$ cat src/rtl/decoder_arb_pkg.sv
// Shared types and helpers for the decoder arbiter: FSM state encoding,
// default decoder widths and a one-hot helper.
package decoder_arb_pkg;

  typedef enum logic [1:0] {IDLE, DRIVE, RESP} arb_state_t;

  localparam int DEC_IN_W  = 7;
  localparam int DEC_OUT_W = 8;
  localparam int MAX_REQ   = 8;

  function automatic logic [MAX_REQ-1:0] onehot(input int unsigned idx, input int unsigned n);
    logic [MAX_REQ-1:0] v;
    v = '0;
    for (int unsigned i = 0; i < MAX_REQ; i++) begin
      v[i] = (i == idx) && (i < n);
    end
    return v;
  endfunction

endpackage

$ cat src/rtl/decoder_arbiter_rr_pick.sv
// Round-robin pick: lowest active request at or above ptr, wrapping to the
// bottom of the vector when nothing above ptr is requesting.
module rr_pick #(
  parameter int N_REQ = 4
) (
  input  logic [N_REQ-1:0]         req,
  input  logic [$clog2(N_REQ)-1:0] ptr,
  output logic [$clog2(N_REQ)-1:0] gnt_idx,
  output logic                     any
);

  localparam int PW = $clog2(N_REQ);

  logic [2*N_REQ-1:0] dbl;
  logic [2*N_REQ-1:0] masked;

  // The upper copy of req supplies the wrapped-around candidates, so the
  // lowest set bit of the masked double vector is the round-robin winner.
  always_comb begin
    dbl     = {req, req};
    masked  = dbl & ({(2*N_REQ){1'b1}} << ptr);
    any     = |req;
    gnt_idx = '0;
    for (int unsigned i = 2*N_REQ; i > 0; i--) begin
      if (masked[i-1]) gnt_idx = PW'((i - 1) % N_REQ);
    end
  end

endmodule

$ cat src/rtl/decoder_arbiter.sv
// Shares one combinational decoder among N_REQ requesters: round-robin
// grant, hold the code for SETTLE cycles, capture and return the result.
module decoder_arbiter
  import decoder_arb_pkg::*;
#(
  parameter int N_REQ  = 4,
  parameter int DATA_W = DEC_IN_W,
  parameter int OUT_W  = DEC_OUT_W,
  parameter int SETTLE = 2
) (
  input  logic                    clock,
  input  logic                    reset,
  input  logic [N_REQ-1:0]        req_valid,
  input  logic [N_REQ*DATA_W-1:0] req_data,
  output logic [N_REQ-1:0]        req_ready,
  output logic [N_REQ-1:0]        rsp_valid,
  output logic [OUT_W-1:0]        rsp_data,
  output logic [DATA_W-1:0]       dec_in,
  input  logic [OUT_W-1:0]        dec_out
);

  localparam int PW = $clog2(N_REQ);
  localparam int CW = (SETTLE > 1) ? $clog2(SETTLE) : 1;

  arb_state_t        state, state_n;
  logic [PW-1:0]     ptr, gnt, pick;
  logic              any;
  logic              accept;
  logic [CW-1:0]     cnt;
  logic [DATA_W-1:0] pick_code;

  rr_pick #(.N_REQ(N_REQ)) u_pick (
    .req     (req_valid),
    .ptr     (ptr),
    .gnt_idx (pick),
    .any     (any)
  );

  always_comb begin
    pick_code = '0;
    for (int unsigned i = 0; i < N_REQ; i++) begin
      if (pick == PW'(i)) pick_code = req_data[i*DATA_W +: DATA_W];
    end
  end

  always_comb begin
    state_n = state;
    accept  = 1'b0;
    case (state)
      IDLE: begin
        if (any && !reset) begin
          accept  = 1'b1;
          state_n = DRIVE;
        end
      end
      DRIVE:   if (cnt == '0) state_n = RESP;
      RESP:    state_n = IDLE;
      default: state_n = IDLE;
    endcase
  end

  assign req_ready = accept ? N_REQ'(onehot(32'(pick), N_REQ)) : '0;

  always_ff @(posedge clock) begin
    if (reset) begin
      state     <= IDLE;
      ptr       <= '0;
      gnt       <= '0;
      cnt       <= '0;
      dec_in    <= '0;
      rsp_data  <= '0;
      rsp_valid <= '0;
    end else begin
      state <= state_n;
      case (state)
        IDLE: begin
          if (accept) begin
            dec_in <= pick_code;
            gnt    <= pick;
            cnt    <= CW'(SETTLE - 1);
            ptr    <= (pick == PW'(N_REQ - 1)) ? '0 : pick + 1'b1;
          end
        end
        DRIVE: begin
          if (cnt != '0) begin
            cnt <= cnt - 1'b1;
          end else begin
            rsp_data  <= dec_out;
            rsp_valid <= N_REQ'(onehot(32'(gnt), N_REQ));
          end
        end
        RESP:    rsp_valid <= '0;
        default: ;
      endcase
    end
  end

endmodule
$ cat config.mk
export PLATFORM = sky130hd
export DESIGN_NAME = decoder_arbiter
export DESIGN_NICKNAME = d
export VERILOG_FILES = /design/src/rtl/decoder_arb_pkg.sv /design/src/rtl/decoder_arbiter_rr_pick.sv /design/src/rtl/decoder_arbiter.sv
export SDC_FILE = /design/constraint.sdc
export NUM_CORES = 1
export LEC_CHECK = 0
export ABC_AREA = 1
export ABC_CLOCK_PERIOD_IN_PS = 2600
export CAP_MARGIN = 20
export CORE_UTILIZATION = 42
export CTS_BUF_LIST = sky130_fd_sc_hd__clkbuf_4 sky130_fd_sc_hd__clkbuf_8
export CTS_CLUSTER_SIZE = 12
export DETAILED_ROUTE_END_ITERATION = 10
export PLACE_DENSITY = 0.84
export SYNTH_ARGS = -nofsm -noshare
export SYNTH_HDL_FRONTEND = slang
export SYNTH_SLANG_ARGS = --single-unit
$ cat constraint.sdc
create_clock -name clock -period 2.6 [get_ports clock]
set_input_delay 0.78 -clock clock [delete_from_list [all_inputs] [get_ports clock]]
set_output_delay 0.78 -clock clock [all_outputs]
set_load 0.02 [all_outputs]
==> results <==
power breakdown:
group	internal, mW	total (mW)	switching (mW)	leakage [nW]
logic	0.247	0.492	0.245	0.812
clock network	0.0856	0.197	0.111	0.0210
registers	0.433	0.454	0.0206	0.213
how the worst max path moves through the flow:
stage,slack (ps),from,cells past startpoint,endpoint
5_1_grt,-120,req_valid[0],10,req_ready[2]
3_3_place_gp,-870,req_valid[1],11,req_ready[3]
2_1_floorplan,-40,req_valid[0],9,req_ready[2]
6_report,-30,req_valid[0],10,req_ready[2]
3_5_place_dp,-950,req_valid[1],11,req_ready[3]
4_1_cts,-2,req_valid[1],11,req_ready[2]
cell usage after synthesis:
cell type / instances / area (um2)
nand4_1: 9 / 56.3
nand2_4: 3 / 33.8
dfxtp_1: 26 / 521
nor2_4: 3 / 33.8
nand3_1: 17 / 85.1
ha_1: 4 / 50.1
o21ai_0: 14 / 70.1
a21oi_2: 1 / 8.76
inv_1: 19 / 71.3
clkbuf_1: 2 / 7.51
o21ai_1: 4 / 20.0
nor2_1: 39 / 146
nand2_1: 33 / 124
inv_2: 3 / 11.3
buf_2: 2 / 10.0
a21oi_1: 18 / 90.1
clkbuf_2: 1 / 5.00
buf_6: 4 / 45.0
nor2_8: 1 / 20.0
inv_4: 1 / 6.26
metrics by stage:
step                std cells  worst slack, ps
finish                    337            -28.1
global route              337             -116
CTS                       335            -2.16
detailed placement        319             -953
global placement          319             -869
floorplan                 204            -39.9
flip-flops by register name (all words and copies together), names as in the netlist:
signal / count
cnt: 1
dec_in: 7
gnt: 2
ptr: 2
rsp_data: 8
rsp_valid: 4
state: 2
layout make-up:
class	instances	area [um2]	area share
Inverter	23	91.3	0.0383
Tap cell	44	55.1	0.0231
Timing Repair Buffer	94	867	0.363
Sequential cell	26	520	0.218
Multi-Input combinational cell	146	816	0.342
Clock buffer	4	36.3	0.0152
per-layer routing:
layer  up-vias  track usage  part of all wire  routed length (um)
li1        839            -                 -                   -
met1       733        0.258              0.44                1800
met2        33        0.429              0.51                2110
met3         8       0.0584             0.033                 136
met4         0       0.0565             0.016                  67
met5         -            0                 0                   0
logic make-up (layout without fill, tap and decap cells):
kind of cell / count (synthesis) / in the layout
DFF: 26 / 26
adders and majority gates: 4 / 4
buffers and inverters: 32 / 121
and+or+nand+nor: 105 / 105
AOI/OAI and AO/OA: 37 / 37
tightest hold or removal path: stages, from the launching register on:
cell and delay [ps]:
dfxtp_1 330, nand2_1 60, a21oi_1 50
placed cells by master, fill, tap and decap left out, types with 9 or more instances in the layout:
cell | netlist | routed
clkdlybuf4s50_1 | 0 | 56
a21oi_1 | 18 | 17
nand4_1 | 9 | 9
dfxtp_1 | 26 | 26
nor2_1 | 39 | 35
inv_2 | 3 | 9
o21ai_0 | 14 | 12
inv_1 | 19 | 12
nand3_1 | 17 | 17
buf_4 | 0 | 30
nand2_1 | 33 | 31
repair_timing:
action | 4_1_cts | 5_1_grt
resized for setup | 48 | 21
pin swaps | 4 | 7
gates cloned | 0 | 0
setup endpoints to repair | 4 | 5
buffers inserted | 12 | 4
==> impl_metrics.yaml <==
critical_path:
  worst-path-max-fanout: 3
  worst_r2r_path_depth: 15
  ff2ff_setup_slack_ps: 230
  critPathMaxStageDelay_ps: 160
  worst-path-buf-inv: 5
  required_ps: 1820
  r2r_end: "gnt[1]"
  slowest_stage: "nand4_1"
  crit_type: "primary input to primary output"
  cp-start-kind: "primary input"
  cp-end-kind: "primary output"
  cp.arrival_ps: 1850
  path_cells: "buf_8 -> nor2_4 -> inv_1 -> nand4_1 -> nand4_1 -> inv_2 -> ha_4 -> inv_2 -> nor2_2 -> buf_6"
  path_delay_family: "buffers and inverters"
  regToRegStartpoint: "ptr[1]"
status:
  violations: "setup timing"
  run_status: "finished, violations left"
place:
  port_buffers: 64
  gp_congestion: 0.824
  dpl_cell_area_um2: 2170
  hpwl_um: 2790
cells_and_area:
  fillCellCount: 236
  layout.nets: 340
  antennaDiodeCount: 0
  layout-drive-gt1-share: 0.249
  final_area_um2: 2390
  finish.utilization: 0.763
  area_growth_pct: 68.6
sta:
  final.setup.tns_ps: -55.8
  skew_ps: 7.70
  relSlewSlack: 0.795
  tightest_slew_ps: 307
  finalHoldViolCount: 0
  whs_ps: 474
  post-route-period-util: 1.01
  layout_setup_ws_ps: -28.1
  rsz0062_at_grt: "true"
  fmax_mhz: 381
  drv_slew: 0
  fin_crit_ps: 2630
  finalSetupViolations: 4
logic_synthesis:
  syn_nets: 250
  synth_top_family_by_area: "simple AND/OR/NAND/NOR gates"
  synthesis.area_um2: 1420
  muxShareOfSynthArea: 0
  ys_warn_count: 0
  synth_seq_cells: 26
  synth-compound-area-share: 0.134
  synth_xor_area_frac: 0
  netlist_instances: 204
  seq_area_frac_synth: 0.368
  yosys.area_share.adder: 0.0354
  synth-simple-area-share: 0.353
  postSynthAreaPerCell_um2: 6.94
  synth.distinct_cells: 20
grt:
  grt_max_degree: 16
  first_global_vias: 1549
  antenna_found_initial: 0
  grt.total_usage: 0.230
  grt_pass1_wl_um: 6310
  grt_overflow: 0
power_and_ir_drop:
  vdd_drop_max_v: 0.000434
  power_leakage_nw: 1.05
  power_mw: 1.14
  pwr_density_cell_nw_per_um2: 479
worst_hold_path:
  min_to: "rsp_valid[0]"
  hold_class: "flip-flop to flip-flop"
  whs_path_depth: 2
  hold_path.startpoint: "rsp_valid[0]"
die:
  start_util: 0.452
  die_h_um: 60.0
  coreArea_um2: 3130
  rows: 20
  io_pins: 65
  dieArea_um2: 3610
  dieWidth_um: 60.0
routing:
  drt-total-wl_um: 4110
  drt_iter0_drc: 143
  vias: 1613
  drt-pass1-iter-count: 4
  post_drt_wl_per_cell_um: 12.2
  drc: 0
  drtAntennaViolNets: 0
  viasPerCell: 4.79
cts:
  clk_pin_slew_ps: 130
  clockBufferDepth: 2
  htreeDepth: 1
  holdBufCountCts: 0
  cts_buffers: 3
  tritoncts: "yes"
  cts-root-buf: "clkbuf_4"
  clk_latency_ps: 320
  cts_sinks: 26
job:
  maxCapViolations: 0
(Power assumes the default switching activity.)
